### src/rtl/ps2_kbd_rx.sv
// PS/2 keyboard receiver: synchronises and filters the user_io PS/2 lines, deserialises
// 11-bit frames and folds E0/F0/E1 prefix sequences into single key events.
module ps2_kbd_rx #(
  parameter int FILTER_LEN     = 4,
  parameter int TIMEOUT_CYCLES = 20000
) (
  input  logic       clk,
  input  logic       reset,
  input  logic       ps2_clk,
  input  logic       ps2_data,
  output logic [7:0] key_code,
  output logic       key_extended,
  output logic       key_released,
  output logic       key_strobe,
  output logic       frame_error
);
  typedef enum logic [1:0] {IDLE, DATA, PARITY, STOP} state_t;
  localparam int TW = $clog2(TIMEOUT_CYCLES + 1);

  logic          clk_s1, clk_s2, data_s1, data_s2;
  logic          filt_clk, fall, flip;
  logic [3:0]    filt_cnt;
  state_t        state, next_state;
  logic [2:0]    bit_cnt;
  logic [7:0]    shift;
  logic          par, good, bad, tout, byte_valid;
  logic [TW-1:0] tcnt;
  logic          ext_f, rel_f;
  logic [2:0]    skip;

  always_ff @(posedge clk or posedge reset) begin
    if (reset) begin
      clk_s1  <= 1'b1;
      clk_s2  <= 1'b1;
      data_s1 <= 1'b1;
      data_s2 <= 1'b1;
    end else begin
      clk_s1  <= ps2_clk;
      clk_s2  <= clk_s1;
      data_s1 <= ps2_data;
      data_s2 <= data_s1;
    end
  end

  // The filtered clock flips on the FILTER_LEN-th consecutive differing sample;
  // fall is high in the first cycle the filtered clock reads low.
  assign flip = (clk_s2 != filt_clk) && (filt_cnt == 4'(FILTER_LEN - 1));

  always_ff @(posedge clk or posedge reset) begin
    if (reset) begin
      filt_clk <= 1'b1;
      filt_cnt <= 4'd0;
      fall     <= 1'b0;
    end else begin
      fall <= flip && filt_clk;
      if (flip) begin
        filt_clk <= clk_s2;
        filt_cnt <= 4'd0;
      end else if (clk_s2 != filt_clk) begin
        filt_cnt <= filt_cnt + 4'd1;
      end else begin
        filt_cnt <= 4'd0;
      end
    end
  end

  always_comb begin
    next_state = state;
    good       = 1'b0;
    bad        = 1'b0;
    tout       = 1'b0;
    case (state)
      IDLE:    if (fall && !data_s2) next_state = DATA;
      DATA:    if (fall && bit_cnt == 3'd7) next_state = PARITY;
      PARITY:  if (fall) next_state = STOP;
      STOP: begin
        if (fall) begin
          next_state = IDLE;
          if (data_s2 && par) good = 1'b1;
          else                bad  = 1'b1;
        end
      end
      default: next_state = IDLE;
    endcase
    // An edge in the same cycle beats the timeout.
    if (state != IDLE && !fall && tcnt == TW'(TIMEOUT_CYCLES - 1)) begin
      tout       = 1'b1;
      next_state = IDLE;
    end
  end

  always_ff @(posedge clk or posedge reset) begin
    if (reset) begin
      state       <= IDLE;
      bit_cnt     <= 3'd0;
      shift       <= 8'd0;
      par         <= 1'b0;
      tcnt        <= '0;
      byte_valid  <= 1'b0;
      frame_error <= 1'b0;
    end else begin
      state       <= next_state;
      byte_valid  <= good;
      frame_error <= bad | tout;
      if (state == IDLE || fall || tout) tcnt <= '0;
      else                               tcnt <= tcnt + TW'(1);
      if (fall) begin
        case (state)
          IDLE: begin
            bit_cnt <= 3'd0;
            par     <= 1'b0;
          end
          DATA: begin
            shift   <= {data_s2, shift[7:1]};
            par     <= par ^ data_s2;
            bit_cnt <= bit_cnt + 3'd1;
          end
          PARITY:  par <= par ^ data_s2;
          default: ;
        endcase
      end
    end
  end

  // Prefix folding; during a Pause sequence every byte is swallowed uninterpreted.
  always_ff @(posedge clk or posedge reset) begin
    if (reset) begin
      key_code     <= 8'd0;
      key_extended <= 1'b0;
      key_released <= 1'b0;
      key_strobe   <= 1'b0;
      ext_f        <= 1'b0;
      rel_f        <= 1'b0;
      skip         <= 3'd0;
    end else begin
      key_strobe <= 1'b0;
      if (frame_error) begin
        ext_f <= 1'b0;
        rel_f <= 1'b0;
      end else if (byte_valid) begin
        if (skip != 3'd0) begin
          skip <= skip - 3'd1;
          if (skip == 3'd1) begin
            key_code     <= 8'h77;
            key_extended <= 1'b1;
            key_released <= 1'b0;
            key_strobe   <= 1'b1;
          end
        end else if (shift == 8'hE1) begin
          skip <= 3'd7;
        end else if (shift == 8'hE0) begin
          ext_f <= 1'b1;
        end else if (shift == 8'hF0) begin
          rel_f <= 1'b1;
        end else begin
          key_code     <= shift;
          key_extended <= ext_f;
          key_released <= rel_f;
          key_strobe   <= 1'b1;
          ext_f        <= 1'b0;
          rel_f        <= 1'b0;
        end
      end
    end
  end
endmodule

### config.mk
export PLATFORM = sky130hd
export DESIGN_NAME = ps2_kbd_rx
export DESIGN_NICKNAME = d
export VERILOG_FILES = /design/src/rtl/ps2_kbd_rx.sv
export SDC_FILE = /design/constraint.sdc
export NUM_CORES = 1
export LEC_CHECK = 0
export CAP_MARGIN = 5
export CORE_MARGIN = 3
export CORE_UTILIZATION = 55
export CTS_BUF_LIST = sky130_fd_sc_hd__clkbuf_8 sky130_fd_sc_hd__clkbuf_16
export DETAILED_ROUTE_END_ITERATION = 7
export PLACE_DENSITY = 0.75
export SYNTH_ARGS = -nofsm -noshare
export SYNTH_HDL_FRONTEND = slang
export SYNTH_SLANG_ARGS = --single-unit
### constraint.sdc
create_clock -name clk -period 4.54 [get_ports clk]
set_clock_uncertainty 0.2 [all_clocks]
set_input_delay 1.135 -clock clk [delete_from_list [all_inputs] [get_ports clk]]
set_output_delay 1.135 -clock clk [all_outputs]
set_load 0.05 [all_outputs]
# ---- Word level (Yosys, flattened, before mapping)
# Cells that the tools add are included.
dict set report classes {
  n_addsub 4
  eq_ne 23
  n_mux 54
  bitwise 3
  reduce_logical 27
}
# operator n
set op_table {}
lappend op_table {{$mux 8} 5}
lappend op_table {{$mux 1} 36}
lappend op_table {{$eq 8x8->1 const B} 3}
lappend op_table {{$add 15x1->15 const B} 1}
lappend op_table {{$eq 15x15->1 const B} 1}
lappend op_table {{$mux 15} 1}
lappend op_table {{$ne 3x3->1 const B} 5}
lappend op_table {{$ne 2x2->1 const B} 6}
lappend op_table {{$reduce_and 4->1} 3}
lappend op_table {{$mux 2} 5}
lappend op_table {{$reduce_bool 2->1} 5}
lappend op_table {{$mux 4} 2}
lappend op_table {{$pmux 2 s4} 1}
lappend op_table {{$logic_and 1x1->1} 7}
lappend op_table {{$mux 3} 2}
lappend op_table {{$pmux 3 s2} 1}
lappend op_table {{$reduce_and 2->1} 3}
lappend op_table {{$reduce_and 6->1} 1}
lappend op_table {{$add 4x1->4 const B} 1}
lappend op_table {{$eq 2x2->1 const B} 2}
lappend op_table {{$eq 4x2->1 const B} 1}
lappend op_table {{$add 3x1->3 const B} 1}
lappend op_table {{$eq 3x1->1 const B} 1}
lappend op_table {{$eq 3x3->1 const B} 1}
lappend op_table {{other kinds (14)} 16}
dict set report totals {
  ff_bits 57
  in_bits 4
  output_inout_bits 12
  wordCells 132
}

# ---- Longest topological paths before layout
# Gate-level depths: netlist (run 1).
dict set report depth {
  word_depth 7
  ltp_mapped 6
  ltp_nobuf 6
}

# ---- Worst setup path after synthesis (run 1)
# No wires, ideal clock.
dict set report synth_path {
  path_kind {reg-to-output}
  from {register frame_error}
  to {output port frame_error}
  arrival_time_ps 630
  required_ps 3205
  path_slack_ps 2575
  stages_incl_launch_ff 1
  path_buffers 0
  cell_sequence {dfrtp_1}
}
# item line
set synth_rtl {}
lappend synth_rtl {{start, declared} 15} ;# output logic frame_error
lappend synth_rtl {{start signal, assigned} 104} ;# frame_error <= bad | tout;
# No word-level cell between the ends.

# ---- Final worst setup path (run 1)
dict set report layout_path {
  from {register frame_error}
  to {output port frame_error}
}
# No word-level cell between the ends.

==> results of run 1 <==
## cell type report
cell class	count	share of cell area
Clock inverter	4	0.0143
Tap cell	52	0.0219
Multi-Input combinational cell	153	0.355
Timing Repair Buffer	16	0.0531
Sequential cell	57	0.483
Inverter	14	0.0177
Clock buffer	12	0.0556
## metrics by stage
step / util / instance area [um2]
after floorplan: - / 2560
after global placement: 0.626 / 2760
after detailed placement: 0.626 / 2760
after CTS: 0.673 / 2970
after global routing: 0.673 / 2970
final: 0.673 / 2970
## flip-flops by register name, summed over array words and instances, names as in the netlist, 2 cells and up
register,count
key_code,8
bit_cnt,3
filt_cnt,4
state,2
tcnt,15
shift,8
skip,3
## cells in the mapped netlist, drive strengths merged
cell     n  area [um2]
dfrtp   52        1300
nor2    21        78.8
nand2   17        66.3
inv     14        52.6
ha      13         163
o21ai    9        45.0
nor3     8        45.0
xnor2    8        70.1
mux2     7        78.8
nand3    7        35.0
o22a     7        61.3
xor2     7        61.3
and3     6        37.5
dfstp    5         131
nand4    5        31.3
a21oi    4        20.0
buf      3        15.0
nor2b    3        18.8
nor4     3        18.8
o22ai    3        18.8
a32o     2        20.0
and2     2        12.5
clkbuf   2        7.51
mux2i    2        20.0
o211ai   2        15.0
o31ai    2        15.0
a21o     1        7.51
a221o    1        10.0
a22oi    1        7.51
a31oi    1        6.26
and4     1        11.3
nand2b   1        6.26
nand3b   1        7.51
nand4b   1        8.76
nor3b    1        7.51
nor4b    1        8.76
o21bai   1        7.51
or3      1        6.26
or3b     1        8.76
or4      1        7.51
or4b     1        10.0
## per-layer routing
layer	up-vias	share of wire	GRT usage
met1	827	0.47	0.243
met5	-	0	0
met4	0	0.026	0.107
li1	849	-	-
met3	14	0.046	0.0473
met2	36	0.46	0.287
## power by group through the flow
stage	clock, mW	sequential, mW	combinational (mW)
2_1_floorplan	0	0.621	0.186
3_3_place_gp	0	0.624	0.230
3_5_place_dp	0	0.626	0.237
4_1_cts	0.491	0.618	0.240
5_1_grt	0.511	0.628	0.272
6_report	0.484	0.618	0.236
## path summary, 6_finish.rpt
| check | startpoint | slack (ps) | endpoint |
|---|---|---|---|
| max in group asynchronous | reset | 2560 | tcnt[2] |
| max | frame_error | 1640 | frame_error |
| max reg2reg | state[1] | 2420 | state[0] |
| min reg2reg | data_s1 | 150 | data_s2 |
| min | data_s1 | 150 | data_s2 |
| min in group asynchronous | reset | 1120 | key_strobe |
## kinds of logic (layout without fill, tap and decap cells)
kind of cell,count (synthesis),in the layout,synth area share
mux,9,9,0.0386
xor+xnor,15,15,0.0513
simple gates,82,82,0.167
buf+inv,19,46,0.0293
fa+ha+maj,13,13,0.0635
flops,57,57,0.559
compound gates,34,34,0.0914
==> impl_summary.log, run 1 <==
[metrics] kind of start point of the critical path: flop
[metrics] min setup slack post-route: 1640 ps
[metrics] clock tree from TritonCTS: yes
[metrics] post-detail-place hpwl: 2.99 mm
[metrics] die extent in x: 74.2 um
[metrics] vias in the first global route: 1711
[metrics] Final TNS setup: 0 ps
[metrics] Setup Slack @ Placement: 1980 ps
[metrics] WL per Instance: 14.2 um
[metrics] count of filler cells inserted in the layout: 363
[metrics] worst reg-to-reg path cell count: 6
[metrics] area of the die: 5510 um2
[metrics] instance count along the most critical hold path: 0
[metrics] share of cells above drive strength 1: 0.117
[metrics] Routability Congestion: 0.825
[metrics] Std-Cell Core Area: 4410 um2
[metrics] starting utilization of the core area: 0.580
[metrics] Peak Freq: 345 MHz
[metrics] number of clock buffers inserted by TritonCTS: 9
[metrics] Hold-fix buffers, CTS: 0
[metrics] wire length of the first global-routing pass: 7.71 mm
[metrics] internal cell power: 0.962 mW
[metrics] total of max-cap violations: 0
[metrics] part of the cycle the worst path needs: 0.638
[metrics] Worst path depth: 1
[metrics] maximum number of pins on one net before global-route repair: 58
[metrics] DIE HEIGHT: 74.2 um
[metrics] Gates resized, CTS repair: 0
[metrics] sequential power share: 0.462
[metrics] cell row count: 24
[metrics] area of all sequential standard cells: 1430 um2
[metrics] fraction of power consumed by the clock network: 0.362
[metrics] portion of the post-synthesis area used by sequential elements: 0.559
[metrics] number of nets still failing antenna checks after routing: 0
[metrics] IO buf count: 15
[metrics] power dissipated by switching net loads: 0.375 mW
[metrics] Antenna Diode Count: 0
[metrics] most frequent standard cell in the layout excluding fill and tap cells: sky130_fd_sc_hd__dfrtp_1
[metrics] maximum ir drop on the vdd rail: 0.299 mV
[metrics] maximum fanout along the worst path: 4
[metrics] initial antenna violation count: 0
[metrics] fraction of power spent switching nets: 0.281
[metrics] number of post-CTS setup repair buffers: 0
[metrics] final standard cell count with taps included and fillers excluded: 308
[metrics] count of unique library cells instantiated by Yosys: 46
[metrics] slew of the pin with the lowest slew margin: 933 ps
[metrics] buffers plus inverters on the worst setup path: 1
[metrics] clock insertion delay at the later pin of the skew report: 340 ps
[metrics] number of flip-flops and latches in the synthesized netlist: 57
[metrics] RSZ-0062 raised after global routing: false
[metrics] H-tree levels: 3
[metrics] final WL: 4.38 mm
[metrics] data arrival time of the critical path: 1560 ps
[metrics] Final Setup Violations: 0
[metrics] synthesized netlist net count: 246
[metrics] final net count: 268
[metrics] DR iter-0 viols: 139
[metrics] Detailed Routing Iterations Pass 1: 4
[metrics] global router's overall resource usage: 0.187
[metrics] total congestion overflow after global routing: 0
[metrics] Yosys warnings: 0
[metrics] highest-count cells in the layout ignoring fill and taps: sky130_fd_sc_hd__dfrtp_1, sky130_fd_sc_hd__nor2_1, sky130_fd_sc_hd__nand2_1
[metrics] area occupied by multi-input gates: 1050 um2
[metrics] dominant delay contributor by cell family on the critical path: buffers and inverters
[metrics] placed cells: 292
[metrics] Top-Level Pins: 16
[metrics] share of total power in combinational logic: 0.176
[metrics] P per Cell Area: 450 nW/um2
[metrics] worst hold path type: flop to flop
[metrics] CTS sink count: 57
[metrics] shortest period the worst path allows: 2900 ps
[metrics] via count of the routed design: 1726
[metrics] Relative slew margins: 0.375
[metrics] total count of max-transition violations in the final report: 0
[metrics] leakage power summed over all cells: 1.38 nW
[metrics] mapped cell area: 2560 um2
[metrics] clock root buffer: sky130_fd_sc_hd__clkbuf_8
[metrics] DRC violations left: 0
[metrics] Hold Slack: 154 ps
[metrics] delay of the slowest critical-path stage: 830 ps
[metrics] Slowest-stage cell, CP: sky130_fd_sc_hd__clkdlybuf4s50_1
[metrics] data required time of the worst path: 3200 ps
[metrics] via density per instance: 5.60
[metrics] synthesis-to-finish area growth: 15.9%
[metrics] result of the run: complete, no violations
[metrics] series of cell instances along the critical path: clkdlybuf4s50_1
[metrics] final number of hold-violating endpoints: 0
[metrics] register clock-pin slew on the reported worst setup and hold paths: 60 ps
[metrics] Avg Cell Area, Syn: 11.2 um2
[metrics] clk buf depth: 2
[metrics] start-to-end type of the worst setup path: flop to output pin
[metrics] Power Total: 1.34 mW
[metrics] Worst setup EP type: output pin
[metrics] cell count after synthesis: 229
No activity file was read; power rests on OpenSTA's default activity.
==> run 2: changes to the inputs <==
--- a/config.mk
+++ b/config.mk
@@ -7,10 +7,10 @@
 export LEC_CHECK = 0
 export CAP_MARGIN = 5
 export CORE_MARGIN = 3
-export CORE_UTILIZATION = 55
+export CORE_UTILIZATION = 52
 export CTS_BUF_LIST = sky130_fd_sc_hd__clkbuf_8 sky130_fd_sc_hd__clkbuf_16
 export DETAILED_ROUTE_END_ITERATION = 7
-export PLACE_DENSITY = 0.75
+export PLACE_DENSITY = 0.74
 export SYNTH_ARGS = -nofsm -noshare
 export SYNTH_HDL_FRONTEND = slang
 export SYNTH_SLANG_ARGS = --single-unit
==> constraint.sdc (replaced) <==
create_clock -name clk -period 2.55 [get_ports clk]
set_clock_uncertainty 0.2 [all_clocks]
set_input_delay 0.6375 -clock clk [delete_from_list [all_inputs] [get_ports clk]]
set_output_delay 0.6375 -clock clk [all_outputs]
set_load 0.05 [all_outputs]
==> impl_summary.log, run 2 (same netlist as run 1, synthesis figures left out) <==
[metrics] area of all sequential standard cells: 1430 um2 (unchanged)
[metrics] share of total power in combinational logic: 0.179 (+0.003)
[metrics] series of cell instances along the critical path: clkdlybuf4s50_1
[metrics] final number of hold-violating endpoints: 0 (unchanged)
[metrics] start-to-end type of the worst setup path: flop to output pin
[metrics] Routability Congestion: 0.762 (-7.7%)
[metrics] startpoint of the worst register-to-register path: skip[0]
[metrics] Detailed Routing Iterations Pass 1: 4 (unchanged)
[metrics] power dissipated by switching net loads: 0.680 mW (+81%)
[metrics] number of nets still failing antenna checks after routing: 0 (unchanged)
[metrics] via count of the routed design: 1723 (-0.17%)
[metrics] total of max-cap violations: 0 (unchanged)
[metrics] Final TNS setup: 0 ps (unchanged)
[metrics] Slowest-stage cell, CP: sky130_fd_sc_hd__clkdlybuf4s50_1
[metrics] data arrival time of the critical path: 1560 ps (about the same)
[metrics] number of post-CTS setup repair buffers: 0 (unchanged)
[metrics] Antenna Diode Count: 0 (unchanged)
[metrics] fraction of power spent switching nets: 0.290 (+0.00938)
[metrics] maximum number of pins on one net before global-route repair: 36 (-38%)
[metrics] Peak Freq: 417 MHz
[metrics] area occupied by multi-input gates: 1050 um2 (unchanged)
[metrics] clk buf depth: 2 (unchanged)
[metrics] final net count: 269 (+0.37%)
[metrics] worst setup path start: frame_error
[metrics] final WL: 4.25 mm (-2.9%)
[metrics] total count of max-transition violations in the final report: 0 (unchanged)
[metrics] DRC violations left: 0 (unchanged)
[metrics] maximum ir drop on the vdd rail: 0.523 mV (+75%)
[metrics] Top-Level Pins: 16 (unchanged)
[metrics] wire length of the first global-routing pass: 7.61 mm (-1.3%)
[metrics] clock root buffer: sky130_fd_sc_hd__clkbuf_8
[metrics] slew of the pin with the lowest slew margin: 929 ps (-3.73 ps)
[metrics] clock insertion delay at the later pin of the skew report: 340 ps (about the same)
[metrics] starting utilization of the core area: 0.561 (-0.0191)
[metrics] worst hold path type: flop to flop
[metrics] Std-Cell Core Area: 4560 um2 (+3.4%)
[metrics] capturing instance or port of the critical path: frame_error
[metrics] setup slack on the worst flop-to-flop path: 440 ps (-1980 ps)
[metrics] post-detail-place hpwl: 2.92 mm (-2.6%)
[metrics] most frequent standard cell in the layout excluding fill and tap cells: sky130_fd_sc_hd__dfrtp_1
[metrics] H-tree levels: 3 (unchanged)
[metrics] Relative slew margins: 0.378 (+0.00250)
[metrics] delay of the slowest critical-path stage: 830 ps (about the same)
[metrics] synthesis-to-finish area growth: 16.9%
[metrics] final core area utilization: 0.656 (-0.0166)
[metrics] kind of start point of the critical path: flop
[metrics] placed cells: 306 (+4.8%)
[metrics] instance count along the most critical hold path: 0 (unchanged)
[metrics] fraction of power consumed by the clock network: 0.351 (-0.011)
[metrics] Worst setup EP type: output pin
[metrics] Hold-fix buffers, CTS: 0 (unchanged)
[metrics] data required time of the worst path: 1710 ps (-1490 ps)
[metrics] internal cell power: 1.66 mW (+73%)
[metrics] r2r endpoint: key_code[7]
[metrics] via density per instance: 5.35 (-4.5%)
[metrics] result of the run: complete, no violations
[metrics] Gates resized, CTS repair: 0 (unchanged)
[metrics] sequential power share: 0.470 (+0.008)
[metrics] highest-count cells in the layout ignoring fill and taps: sky130_fd_sc_hd__dfrtp_1, sky130_fd_sc_hd__nor2_1, sky130_fd_sc_hd__nand2_1
[metrics] DIE HEIGHT: 76.2 um (+2.6%)
[metrics] IO buf count: 15 (unchanged)
[metrics] initial antenna violation count: 0 (unchanged)
[metrics] vias in the first global route: 1693 (-1.1%)
[metrics] leakage power summed over all cells: 1.37 nW (-0.44%)
[metrics] number of clock buffers inserted by TritonCTS: 9 (unchanged)
[metrics] DR iter-0 viols: 131 (-5.8%)
[metrics] register clock-pin slew on the reported worst setup and hold paths: 60 ps (about the same)
[metrics] buffers plus inverters on the worst setup path: 1 (unchanged)
[metrics] die extent in x: 76.2 um (+2.6%)
[metrics] final standard cell count with taps included and fillers excluded: 322 (+4.5%)
[metrics] part of the cycle the worst path needs: 0.940
[metrics] worst reg-to-reg path cell count: 5 (-1)
[metrics] Power Total: 2.34 mW (+75%)
[metrics] dominant delay contributor by cell family on the critical path: buffers and inverters
[metrics] maximum fanout along the worst path: 4 (unchanged)
[metrics] global router's overall resource usage: 0.168 (-0.0192)
[metrics] Final Setup Violations: 0 (unchanged)
[metrics] area of the die: 5800 um2 (+5.3%)
[metrics] CTS sink count: 57 (unchanged)
[metrics] share of cells above drive strength 1: 0.125 (+0.00733)
[metrics] WL per Instance: 13.2 um (-7.1%)
[metrics] count of filler cells inserted in the layout: 382 (+5.2%)
[metrics] number of flip-flops under the largest register name: 15 (unchanged)
[metrics] Worst path depth: 1 (unchanged)
[metrics] P per Cell Area: 783 nW/um2 (+74%)
[metrics] shortest period the worst path allows: 2400 ps
[metrics] leading registers by flop count: tcnt (15), key_code (8), shift (8)
[metrics] total congestion overflow after global routing: 0 (unchanged)
[metrics] largest register by flop count: tcnt
[metrics] RSZ-0062 raised after global routing: false
[metrics] clock tree from TritonCTS: yes
[metrics] cell row count: 24 (unchanged)
-- run 2: how the worst min path moves through the flow --
stage / startpoint / endpoint / slack, ps
floorplan: clk_s1 / clk_s2 / 150
global placement: clk_s1 / clk_s2 / 150
detailed placement: clk_s1 / clk_s2 / 150
CTS: data_s1 / data_s2 / 160
global route: data_s1 / data_s2 / 160
finish: clk_s1 / clk_s2 / 160
-- run 2: power groups by stage --
stage	logic, mW	clock network, mW	registers, mW
2_1_floorplan	0.331	0	1.11
3_3_place_gp	0.413	0	1.11
6_report	0.419	0.823	1.10
3_5_place_dp	0.424	0	1.12
5_1_grt	0.489	0.895	1.12
4_1_cts	0.426	0.842	1.10
-- run 2: worst register-to-register path: cells and delay by family (launching register included) --
| kind | cells | cell delay (ps) |
|---|---|---|
| buffers and inverters | 1 | 140 |
| DFF | 1 | 380 |
| adders and majority gates | 1 | 280 |
| AOI/OAI and AO/OA | 3 | 970 |
-- run 2: metal layers --
layer  GRT usage  vias up  wire length [um]  share of wire
met5           0        -                 0              0
met4      0.0616        0                61          0.014
met3      0.0768        8               203          0.048
met2       0.252       32              1910           0.45
met1       0.215      831              2070           0.49
li1            -      852                 -              -
-- run 2: final cells by class --
cell class | instances | area share
inverters | 14 | 0.0176
flip-flops and latches | 57 | 0.478
clock buffers | 10 | 0.0460
clock inverters | 6 | 0.0196
repair buffers | 17 | 0.0593
multi-input cells | 153 | 0.352
well taps | 65 | 0.0272
-- run 2: metrics by stage --
| stage | instance area (um2) | hold slack, ps | worst slack (ps) |
|---|---|---|---|
| 2_1_floorplan | 2560 | 145 | 321 |
| 3_3_place_gp | 2800 | 146 | 498 |
| 3_5_place_dp | 2800 | 149 | 448 |
| 4_1_cts | 2990 | 159 | 139 |
| 5_1_grt | 2990 | 159 | 102 |
| 6_report | 2990 | 158 | 153 |
==> run 3: changes to the inputs <==
--- a/config.mk
+++ b/config.mk
@@ -6,7 +6,6 @@
 export NUM_CORES = 1
 export LEC_CHECK = 0
 export CAP_MARGIN = 5
-export CORE_MARGIN = 3
 export CORE_UTILIZATION = 52
 export CTS_BUF_LIST = sky130_fd_sc_hd__clkbuf_8 sky130_fd_sc_hd__clkbuf_16
 export DETAILED_ROUTE_END_ITERATION = 7
==> impl_summary.log, run 3 (same netlist as run 1, synthesis figures left out) <==
[metrics] result of the run: complete, no violations
[metrics] cell row count: 25 (+4.2%)
[metrics] IO buf count: 15 (unchanged)
[metrics] worst reg-to-reg path cell count: 6 (+1)
[metrics] highest-count cells in the layout ignoring fill and taps: sky130_fd_sc_hd__dfrtp_1, sky130_fd_sc_hd__nor2_1, sky130_fd_sc_hd__nand2_1
[metrics] post-detail-place hpwl: 2.92 mm (+0.19%)
[metrics] power dissipated by switching net loads: 0.671 mW (-1.2%)
[metrics] number of nets still failing antenna checks after routing: 0 (unchanged)
[metrics] buffers plus inverters on the worst setup path: 1 (unchanged)
[metrics] die extent in x: 72.2 um (-5.3%)
[metrics] total of max-cap violations: 0 (unchanged)
[metrics] delay of the slowest critical-path stage: 830 ps (about the same)
[metrics] leakage power summed over all cells: 1.39 nW (+1.2%)
[metrics] largest register by flop count: tcnt
[metrics] most frequent standard cell in the layout excluding fill and tap cells: sky130_fd_sc_hd__dfrtp_1
[metrics] maximum ir drop on the vdd rail: 0.641 mV (+23%)
[metrics] endpoint of the worst hold path: data_s2
[metrics] data arrival time of the critical path: 1540 ps (-20 ps)
[metrics] total congestion overflow after global routing: 0 (unchanged)
[metrics] CTS sink count: 57 (unchanged)
[metrics] number of clock buffers inserted by TritonCTS: 9 (unchanged)
[metrics] Antenna Diode Count: 0 (unchanged)
[metrics] Detailed Routing Iterations Pass 1: 4 (unchanged)
[metrics] r2r endpoint: state[0]
[metrics] clk buf depth: 2 (unchanged)
[metrics] Final TNS setup: 0 ps (unchanged)
[metrics] via density per instance: 5.41 (+1.2%)
[metrics] dominant delay contributor by cell family on the critical path: buffers and inverters
[metrics] H-tree levels: 3 (unchanged)
[metrics] Top-Level Pins: 16 (unchanged)
[metrics] Std-Cell Core Area: 4720 um2 (+3.5%)
[metrics] clock insertion delay at the later pin of the skew report: 330 ps (about the same)
[metrics] Hold-fix buffers, CTS: 0 (unchanged)
[metrics] DR iter-0 viols: 123 (-6.1%)
[metrics] Setup Slack @ Placement: 441 ps (-7.47 ps)
[metrics] P per Cell Area: 784 nW/um2 (+0.11%)
[metrics] DIE HEIGHT: 72.2 um (-5.3%)
[metrics] initial antenna violation count: 0 (unchanged)
[metrics] internal cell power: 1.69 mW (+1.5%)
[metrics] Power Total: 2.36 mW (+0.70%)
[metrics] fraction of power spent switching nets: 0.284 (-0.00560)
[metrics] Final Setup Violations: 0 (unchanged)
[metrics] maximum number of pins on one net before global-route repair: 37 (+2.8%)
[metrics] min setup slack post-route: 173 ps (+20.0 ps)
[metrics] Peak Freq: 421 MHz (+0.84%)
[metrics] series of cell instances along the critical path: clkdlybuf4s50_1
[metrics] shortest period the worst path allows: 2380 ps (-19.9 ps)
[metrics] via count of the routed design: 1754 (+1.8%)
[metrics] total count of max-transition violations in the final report: 0 (unchanged)
[metrics] kind of start point of the critical path: flop
[metrics] maximum fanout along the worst path: 4 (unchanged)
[metrics] register clock-pin slew on the reported worst setup and hold paths: 60 ps (about the same)
[metrics] global router's overall resource usage: 0.189 (+0.0206)
[metrics] number of post-CTS setup repair buffers: 0 (unchanged)
[metrics] instance count along the most critical hold path: 0 (unchanged)
[metrics] startpoint of the tightest hold check path: data_s1
[metrics] clock tree from TritonCTS: yes
[metrics] share of total power in combinational logic: 0.180 (about the same)
[metrics] data required time of the worst path: 1710 ps (about the same)
[metrics] wire length of the first global-routing pass: 7.47 mm (-1.9%)
[metrics] DRC violations left: 0 (unchanged)
[metrics] fraction of power consumed by the clock network: 0.353 (+0.002)
[metrics] number of flip-flops under the largest register name: 15 (unchanged)
[metrics] synthesis-to-finish area growth: 17.6%
[metrics] final WL: 4.31 mm (+1.4%)
[metrics] clock root buffer: sky130_fd_sc_hd__clkbuf_8
[metrics] Relative slew margins: 0.379 (+0.00162)
[metrics] count of filler cells inserted in the layout: 371 (-2.9%)
[metrics] starting utilization of the core area: 0.542 (-0.0189)
[metrics] WL per Instance: 13.3 um (+0.76%)
[metrics] Gates resized, CTS repair: 0 (unchanged)
[metrics] leading registers by flop count: tcnt (15), key_code (8), shift (8)
[metrics] slew of the pin with the lowest slew margin: 927 ps (-2.42 ps)
[metrics] worst hold path type: flop to flop
[metrics] start-to-end type of the worst setup path: flop to output pin
[metrics] setup slack on the worst flop-to-flop path: 410 ps (-30 ps)
[metrics] share of cells above drive strength 1: 0.121 (-0.00389)
[metrics] vias in the first global route: 1662 (-1.8%)
[metrics] startpoint of the worst register-to-register path: state[1]
[metrics] sequential power share: 0.467 (-0.003)
[metrics] part of the cycle the worst path needs: 0.932 (-0.00782)
[metrics] Slowest-stage cell, CP: sky130_fd_sc_hd__clkdlybuf4s50_1
[metrics] final net count: 269 (unchanged)
[metrics] Routability Congestion: 0.791 (+3.8%)
[metrics] area of the die: 5210 um2 (-10%)
[metrics] RSZ-0062 raised after global routing: false
[metrics] Worst setup EP type: output pin
[metrics] final number of hold-violating endpoints: 0 (unchanged)
[run 3: cell count changes in the layout (fill, tap and decap cells not counted), sizes merged]
cell / change
clkinvlp: -2
inv: +1
clkbuf: +1
[run 3: area by class of cell]
cell class	count	area, um2	area share
inverters	14	52.6	0.0174
repair buffers	17	190	0.0631
clock inverters	5	47.5	0.0158
well taps	67	83.8	0.0278
clock buffers	11	151	0.0503
flip-flops and latches	57	1430	0.476
multi-input cells	153	1050	0.350
[run 3: layer usage]
| layer | share of wire | up-vias | track usage | routed length (um) |
|---|---|---|---|---|
| met1 | 0.49 | 854 | 0.252 | 2100 |
| met2 | 0.45 | 34 | 0.283 | 1960 |
| li1 | - | 856 | - | - |
| met5 | 0 | - | 0 | 0 |
| met3 | 0.035 | 10 | 0.0417 | 153 |
| met4 | 0.023 | 0 | 0.111 | 97 |
[run 3: stage by stage]
step	cells	utilization	hold slack (ps)	cell area, um2
2_1_floorplan	229	-	145	2560
3_3_place_gp	308	0.595	146	2810
4_1_cts	324	0.638	156	3010
3_5_place_dp	308	0.595	147	2810
5_1_grt	324	0.638	165	3010
6_report	324	0.638	155	3010
[run 3: how the worst max path moves through the flow]
stage / slack, ps / startpoint / depth (start not counted) / end
after CTS: 170 / frame_error / 1 / frame_error
after global routing: 130 / frame_error / 1 / frame_error
after global placement: 460 / state[1] / 6 / state[0]
after floorplan: 320 / reset / 1 / bit_cnt[0]
final: 170 / frame_error / 1 / frame_error
after detailed placement: 440 / state[1] / 6 / state[0]
[run 3: power groups by stage]
stage | clock network, mW | registers (mW) | logic (mW)
detailed placement | 0 | 1.12 | 0.423
CTS | 0.843 | 1.10 | 0.432
global placement | 0 | 1.11 | 0.418
floorplan | 0 | 1.11 | 0.331
global route | 0.886 | 1.12 | 0.489
finish | 0.834 | 1.10 | 0.424
